## src/rtl/serial_adder_unit.sv

```systemverilog
// serial_adder_unit: bit-serial WIDTH-bit adder around one full_adder cell; SERIAL_ADD_SUB_EN adds a sub port for A-B
module full_adder (
  input  logic A,
  input  logic B,
  input  logic Cin,
  output logic Sum,
  output logic Cout
);
  assign Sum  = A ^ B ^ Cin;
  assign Cout = (A & B) | (Cin & (A ^ B));
endmodule

module serial_adder_unit #(
  parameter int WIDTH = 8
) (
  input  logic             clk,
  input  logic             rst,
  input  logic             start,
  input  logic [WIDTH-1:0] a,
  input  logic [WIDTH-1:0] b,
`ifdef SERIAL_ADD_SUB_EN
  input  logic             sub,
`endif
  output logic             busy,
  output logic             done,
  output logic [WIDTH-1:0] sum,
  output logic             cout
);
  localparam int CW = $clog2(WIDTH);
  localparam logic [CW-1:0] LAST = CW'(WIDTH - 1);
  typedef enum logic [1:0] {IDLE, RUN, DONE} state_t;
  state_t           state;
  logic [WIDTH-1:0] a_sr, b_sr;
  logic [WIDTH-2:0] res;
  logic [CW-1:0]    cnt;
  logic             carry, sub_in, sub_r, fa_s, fa_c;
`ifdef SERIAL_ADD_SUB_EN
  assign sub_in = sub;
`else
  assign sub_in = 1'b0;
`endif
  full_adder u_fa (.A(a_sr[0]), .B(b_sr[0] ^ sub_r), .Cin(carry), .Sum(fa_s), .Cout(fa_c));
  always_ff @(posedge clk or posedge rst)
    if (rst) begin
      state <= IDLE;
      busy  <= 1'b0;
      done  <= 1'b0;
      sum   <= '0;
      cout  <= 1'b0;
      cnt   <= '0;
      carry <= 1'b0;
      sub_r <= 1'b0;
      a_sr  <= '0;
      b_sr  <= '0;
      res   <= '0;
    end else begin
      case (state)
        IDLE: if (start) begin
          a_sr  <= a;
          b_sr  <= b;
          sub_r <= sub_in;
          carry <= sub_in;
          cnt   <= '0;
          busy  <= 1'b1;
          state <= RUN;
        end
        RUN: begin
          a_sr  <= a_sr >> 1;
          b_sr  <= b_sr >> 1;
          carry <= fa_c;
          res   <= (WIDTH-1)'({fa_s, res} >> 1);
          cnt   <= cnt + CW'(1);
          if (cnt == LAST) begin
            sum   <= {fa_s, res};
            cout  <= fa_c;
            done  <= 1'b1;
            cnt   <= '0;
            state <= DONE;
          end
        end
        default: begin
          done  <= 1'b0;
          busy  <= 1'b0;
          state <= IDLE;
        end
      endcase
    end
endmodule
```

## config.mk

```make
export PLATFORM = sky130hd
export DESIGN_NAME = serial_adder_unit
export DESIGN_NICKNAME = d
export VERILOG_FILES = /design/src/rtl/serial_adder_unit.sv
export SDC_FILE = /design/constraint.sdc
export NUM_CORES = 1
export LEC_CHECK = 0
export CORE_UTILIZATION = 47
export DETAILED_ROUTE_END_ITERATION = 6
export GPL_ROUTABILITY_DRIVEN = 0
export MAX_ROUTING_LAYER = met4
export PLACE_DENSITY = 0.75
export SLEW_MARGIN = 20
export SYNTH_ARGS = -nofsm -noshare
export SYNTH_HDL_FRONTEND = slang
export SYNTH_SLANG_ARGS = --single-unit
```

## constraint.sdc

```tcl
create_clock -name clk -period 1.3 [get_ports clk]
set_input_delay 0.325 -clock clk [delete_from_list [all_inputs] [get_ports clk]]
set_output_delay 0.325 -clock clk [all_outputs]
set_load 0.01 [all_outputs]
```

==> Word level (Yosys, flattened, before mapping) <==
Index checks and enable logic that the tools add are counted.
{ "word_totals": {"reg_bits": 40, "output_inout_bits": 11} }
{ "op_classes": {"bitwise_logic": 7, "reduce_logical": 7, "muxes": 16, "addsub": 1, "eq_ne": 4} }
{ "op_table": {"columns": ["cell", "count"], "rows": [
  ["$pmux W8 S2", 2],
  ["$mux W8", 2],
  ["$reduce_and A2 Y1", 5],
  ["$mux W3", 2],
  ["$pmux W1 S2", 3],
  ["$pmux W3 S2", 1],
  ["$mux W2", 2],
  ["$ne A2 B2 Y1 const B", 2],
  ["$pmux W2 S2", 1],
  ["$add A3 B1 Y3 const B", 1],
  ["$eq A3 B3 Y1 const B", 1],
  ["$mux W1", 3],
  ["$and A1 B1 Y1", 2],
  ["$eq A2 B1 Y1 const B", 1],
  ["$logic_not A2 Y1", 1],
  ["$not A1 Y1", 2],
  ["$reduce_bool A2 Y1", 1],
  ["$xor A1 B1 Y1", 2],
  ["$or A1 B1 Y1", 1]
]} }

==> Depth between registers and ports, before layout <==
{ "depth": {"word_depth": 4, "mapped_depth": 5} }

==> Modules after synthesis <==
A second synthesis with hierarchy kept.
{ "unflattened": {"cells_unflattened": 164, "area_unflattened_um2": 1845.5} }
{ "by_module_without_submodules": {"columns": ["mod", "area_each_um2", "instances", "cells_each", "seq_area_each_um2"], "rows": [
  ["serial_adder_unit", 1825.5, 1, 163, 1001.0],
  ["full_adder", 20.0, 1, 1, 0.0]
]} }

==> Worst setup path after synthesis <==
Ideal clock, no wire load.
{ "synth_path": {"path_kind": "reg-to-reg", "startpoint": "reg cnt[0]", "endpoint": "reg cout", "setup_ns": 0.125, "path_slack_ns": -0.077, "arrival_ns": 1.252, "stages_incl_launch_ff": 5, "synth_period_minus_slack_ns": 1.377, "n_path_buf": 0, "required_time_ns": 1.175, "cell_sequence": "dfrtp_1 -> ha_1 -> ha_1 -> nand2_4 -> mux2_2"} }
{ "synth_via": {"elab_chain_len": 2} }
{ "synth_rtl": {"columns": ["item", "line_no", "text"], "rows": [
  ["start, declared", "35", "logic [CW-1:0] cnt;"],
  ["start signal, assigned", "72", "cnt <= cnt + CW'(1);"],
  ["$eq A3 B3 Y1", "73", "if (cnt == LAST) begin"],
  ["$reduce_and A2 Y1 (no line)", null, null],
  ["end signal, assigned", "49", "cout <= 1'b0;"],
  ["end signal, assigned", "75", "cout <= fa_c;"],
  ["end, declared", "27", "output logic cout"]
]} }
No other way between the ends.
A chain may end at the register's enable or synchronous reset.

==> Worst setup path in the final report <==
{ "layout_path": {"startpoint": "reg cnt[1]", "endpoint": "reg sum[4]"} }
{ "layout_via": {"elab_chain_len": 2} }
{ "layout_rtl": {"columns": ["item", "line_no", "text"], "rows": [
  ["$eq A3 B3 Y1", "73", null],
  ["$reduce_and A2 Y1 (no line)", null, null],
  ["end signal, assigned", "74", "sum <= {fa_s, res};"],
  ["end, declared", "26", "output logic [WIDTH-1:0] sum,"]
]} }
No other way between the ends.

==> metrics <==
slowest CP cell dfrtp_1; diode count 0; # DRC 0; Port Buf Inserts 29; async set-or-reset flop fraction in the synthesized netlist 100.0%; area growth from synthesis to layout 39.74%; met2 routed WL 2000 µm; area of the multi-input gates 782.0 µm²; post-synthesis sequential area ratio 56.78%; via count 1362; Die W about 63 µm; CTS Root Cell clkbuf_8; kind of critical path register to register; Final Hold Fails 0; Layout fillers 263; Power Dens Cells about 2300 mW/mm²; maximum clock rate 751.3 MHz; Die ar. 0.004000 mm²; fin. max-slew vios 0; Final WS setup -31.09 ps; RR Startpoint cnt[1]$_DFFE_PP0P_; commonest non-fill, non-tap cell in the layout dfrtp_1; CP peak stage delay 390 ps; commonest non-fill, non-tap cells in the layout dfrtp_1, nand2_1, buf_4, clkdlybuf4s50_1, clkdlybuf4s15_1; post-route ant nets 0; Mean Syn Cell Area between 10 and 15 µm²; Clock H-tree levels 2; core area roughly 0.0035 mm²; CTS tree built; met3 WL post-DR 85 µm; Clk pwr share 17.3%; global-route wire length before repair roughly 6700 µm; max_cap viols 0; sw power about 1900 µW; Final nets 232; Worst-Margin Slew 276.0 ps; Starting Density 50.83%; dpl hpwl 2622 µm; Post-Synthesis Cells 157; top sig layer met4; final instance area 0.002464 mm²; share of layout cells above drive strength 1 a little over a quarter; vias per cell 5.300; Reg area 0.001002 mm²; minimum clock period 1331 ps; synth unique cells 28; CP Launch Type register; Worst-Skew Late Latency 280 ps; DR iter-0 viols 51; Leakage 0.001160 µW; Hold WS 379.9 ps; Max FO, Critical Path 5; Worst Path Required 1470 ps; I/O pins 30; largest net degree at the start of global routing 41; total CTS buffers 5; placed inst area 0.002245 mm²; Clock Tree Buf Depth 2; Final setup viols 7; clock slew at reported path FFs 70 ps; Post-Syn Nets between 150 and 200; row count 21; #FFs+latches synth 40; arrival time worst endpoint 1500 ps; Die H 63.25 µm; sw frac roughly a third; Worst setup EP type register; Peak supply drop 1.199 mV; Internal Power 3741 µW; status finished, violations left; yosys warns 0; gr usage total 22.54%; predominant post-synthesis flop cell dfrtp_1; Comb power frac 44.2%; Tcrit/Tclk final 102.4%; Post-synth EDFFs 0; sequential power share 38.5%; vias in the first global route between 1000 and 1500; Pre-antenna DRT Iters 4; Mapped Area 0.001763 mm²; clock sink total 40; Critical path origin cnt[1]$_DFFE_PP0P_; routed length on met1 1719 µm; Congestion Overflow GR 0; RSZ-0062 raised after global routing yes; initial antenna violation count 0; routed len/inst 15.13 µm; Slew HR roughly four fifths; Worst Skew around 4.5 ps; Hold Path Class input pin to async pin; WL final 3888 µm; failing checks setup timing; critical-path cell list ha_2 -> ha_4 -> nand2_4 -> mux2_4
## sequential cells by signal, indices dropped and copies added (netlist names)
| register | flops |
|---|---|
| a_sr | 8 |
| b_sr | 8 |
| busy | 1 |
| carry | 1 |
| cnt | 3 |
| cout | 1 |
| done | 1 |
| res | 7 |
| state | 2 |
| sum | 8 |
## layout make-up
cell class | instances | share of cell area, %
sequential | 40 | 40.68
multi-input combinational | 102 | 31.74
timing repair buffer | 53 | 19.65
clock buffer | 6 | 2.946
tap | 46 | 2.336
clock inverter | 2 | 1.422
inverter | 8 | 1.219
## power by group through the flow
stage	Combinational [µW]	Clock (µW)	Sequential, µW
floorplan	1320	0	2160
CTS	2280	996	2150
global placement	2170	0	2150
detailed placement	2260	0	2170
finish	2500	976	2170
global route	2760	1060	2240
## synth_stat cells (2+ instances only)
library cell | instances | area [µm²]
a21oi_1 | 7 | 35.03
a221oi_1 | 5 | 43.79
a22o_1 | 3 | 26.28
a22oi_1 | 2 | 15.01
buf_2 | 5 | 25.02
buf_4 | 2 | 15.01
dfrtp_1 | 40 | 1001
ha_1 | 2 | 25.02
inv_1 | 8 | 30.03
mux2_1 | 2 | 22.52
mux2_2 | 7 | 78.83
nand2_1 | 26 | 97.59
nand3_1 | 2 | 10.01
nand3b_1 | 4 | 30.03
nor2_1 | 6 | 22.52
nor2b_1 | 7 | 43.79
nor3b_1 | 10 | 75.07
o21ai_0 | 4 | 20.02
o221a_2 | 2 | 22.52
o22a_1 | 5 | 43.79
## logic make-up after synthesis
kind of cell | synth area share, %
fa+ha+maj | 2.555
mux | 5.749
compound gates | 12.77
flops | 56.78
simple gates | 17.96
buf+inv | 4.187
## stage by stage
stage	setup WS [ps]	cells	util (%)	setup TNS [ps]	power (µW)
floorplan	6.768	157	-	0	3481
global placement	-308.6	244	64.72	-5333	4315
detailed placement	-397.1	244	64.72	-6228	4426
CTS	-20.88	254	68.72	-91.74	5422
global route	-76.40	257	71.03	-508.2	6049
finish	-31.09	257	71.03	-127.2	5643
## path summary, 6_finish.rpt
path	endpoint	slack [ps]	cells past startpoint
max	sum[4]$_DFFE_PP0P_	-30	4
min	b_sr[7]$_DFFE_PP0P_	380	3
max reg2reg	sum[4]$_DFFE_PP0P_	-30	4
min reg2reg	res[0]$_DFFE_PP0P_	480	2
max in group asynchronous	state[1]$_DFFE_PP0P_	710	3
min in group clk	res[0]$_DFFE_PP0P_	480	2
## worst max-delay path: cells and delay by family, from the launching register on
kind	cells	cell delay, ps
adder cells (fa/ha/maj)	2	400
flip-flops	1	390
multiplexers	1	310
AND/OR/NAND/NOR	1	120
## metal layers
metal	vias to the layer above	global-route usage [%]
li1	646	-
met5	-	-
met4	0	9.091
met1	683	28.55
met2	22	35.89
met3	11	3.986
## what timing repair did
action,4_1_cts,5_1_grt
setup buffers,1,3
hold buffers,0,0
setup endpoints to repair,29,29
gates cloned,1,0
resized for setup,18,21
pin swaps,1,2
Power figures use the tool's default switching activity.
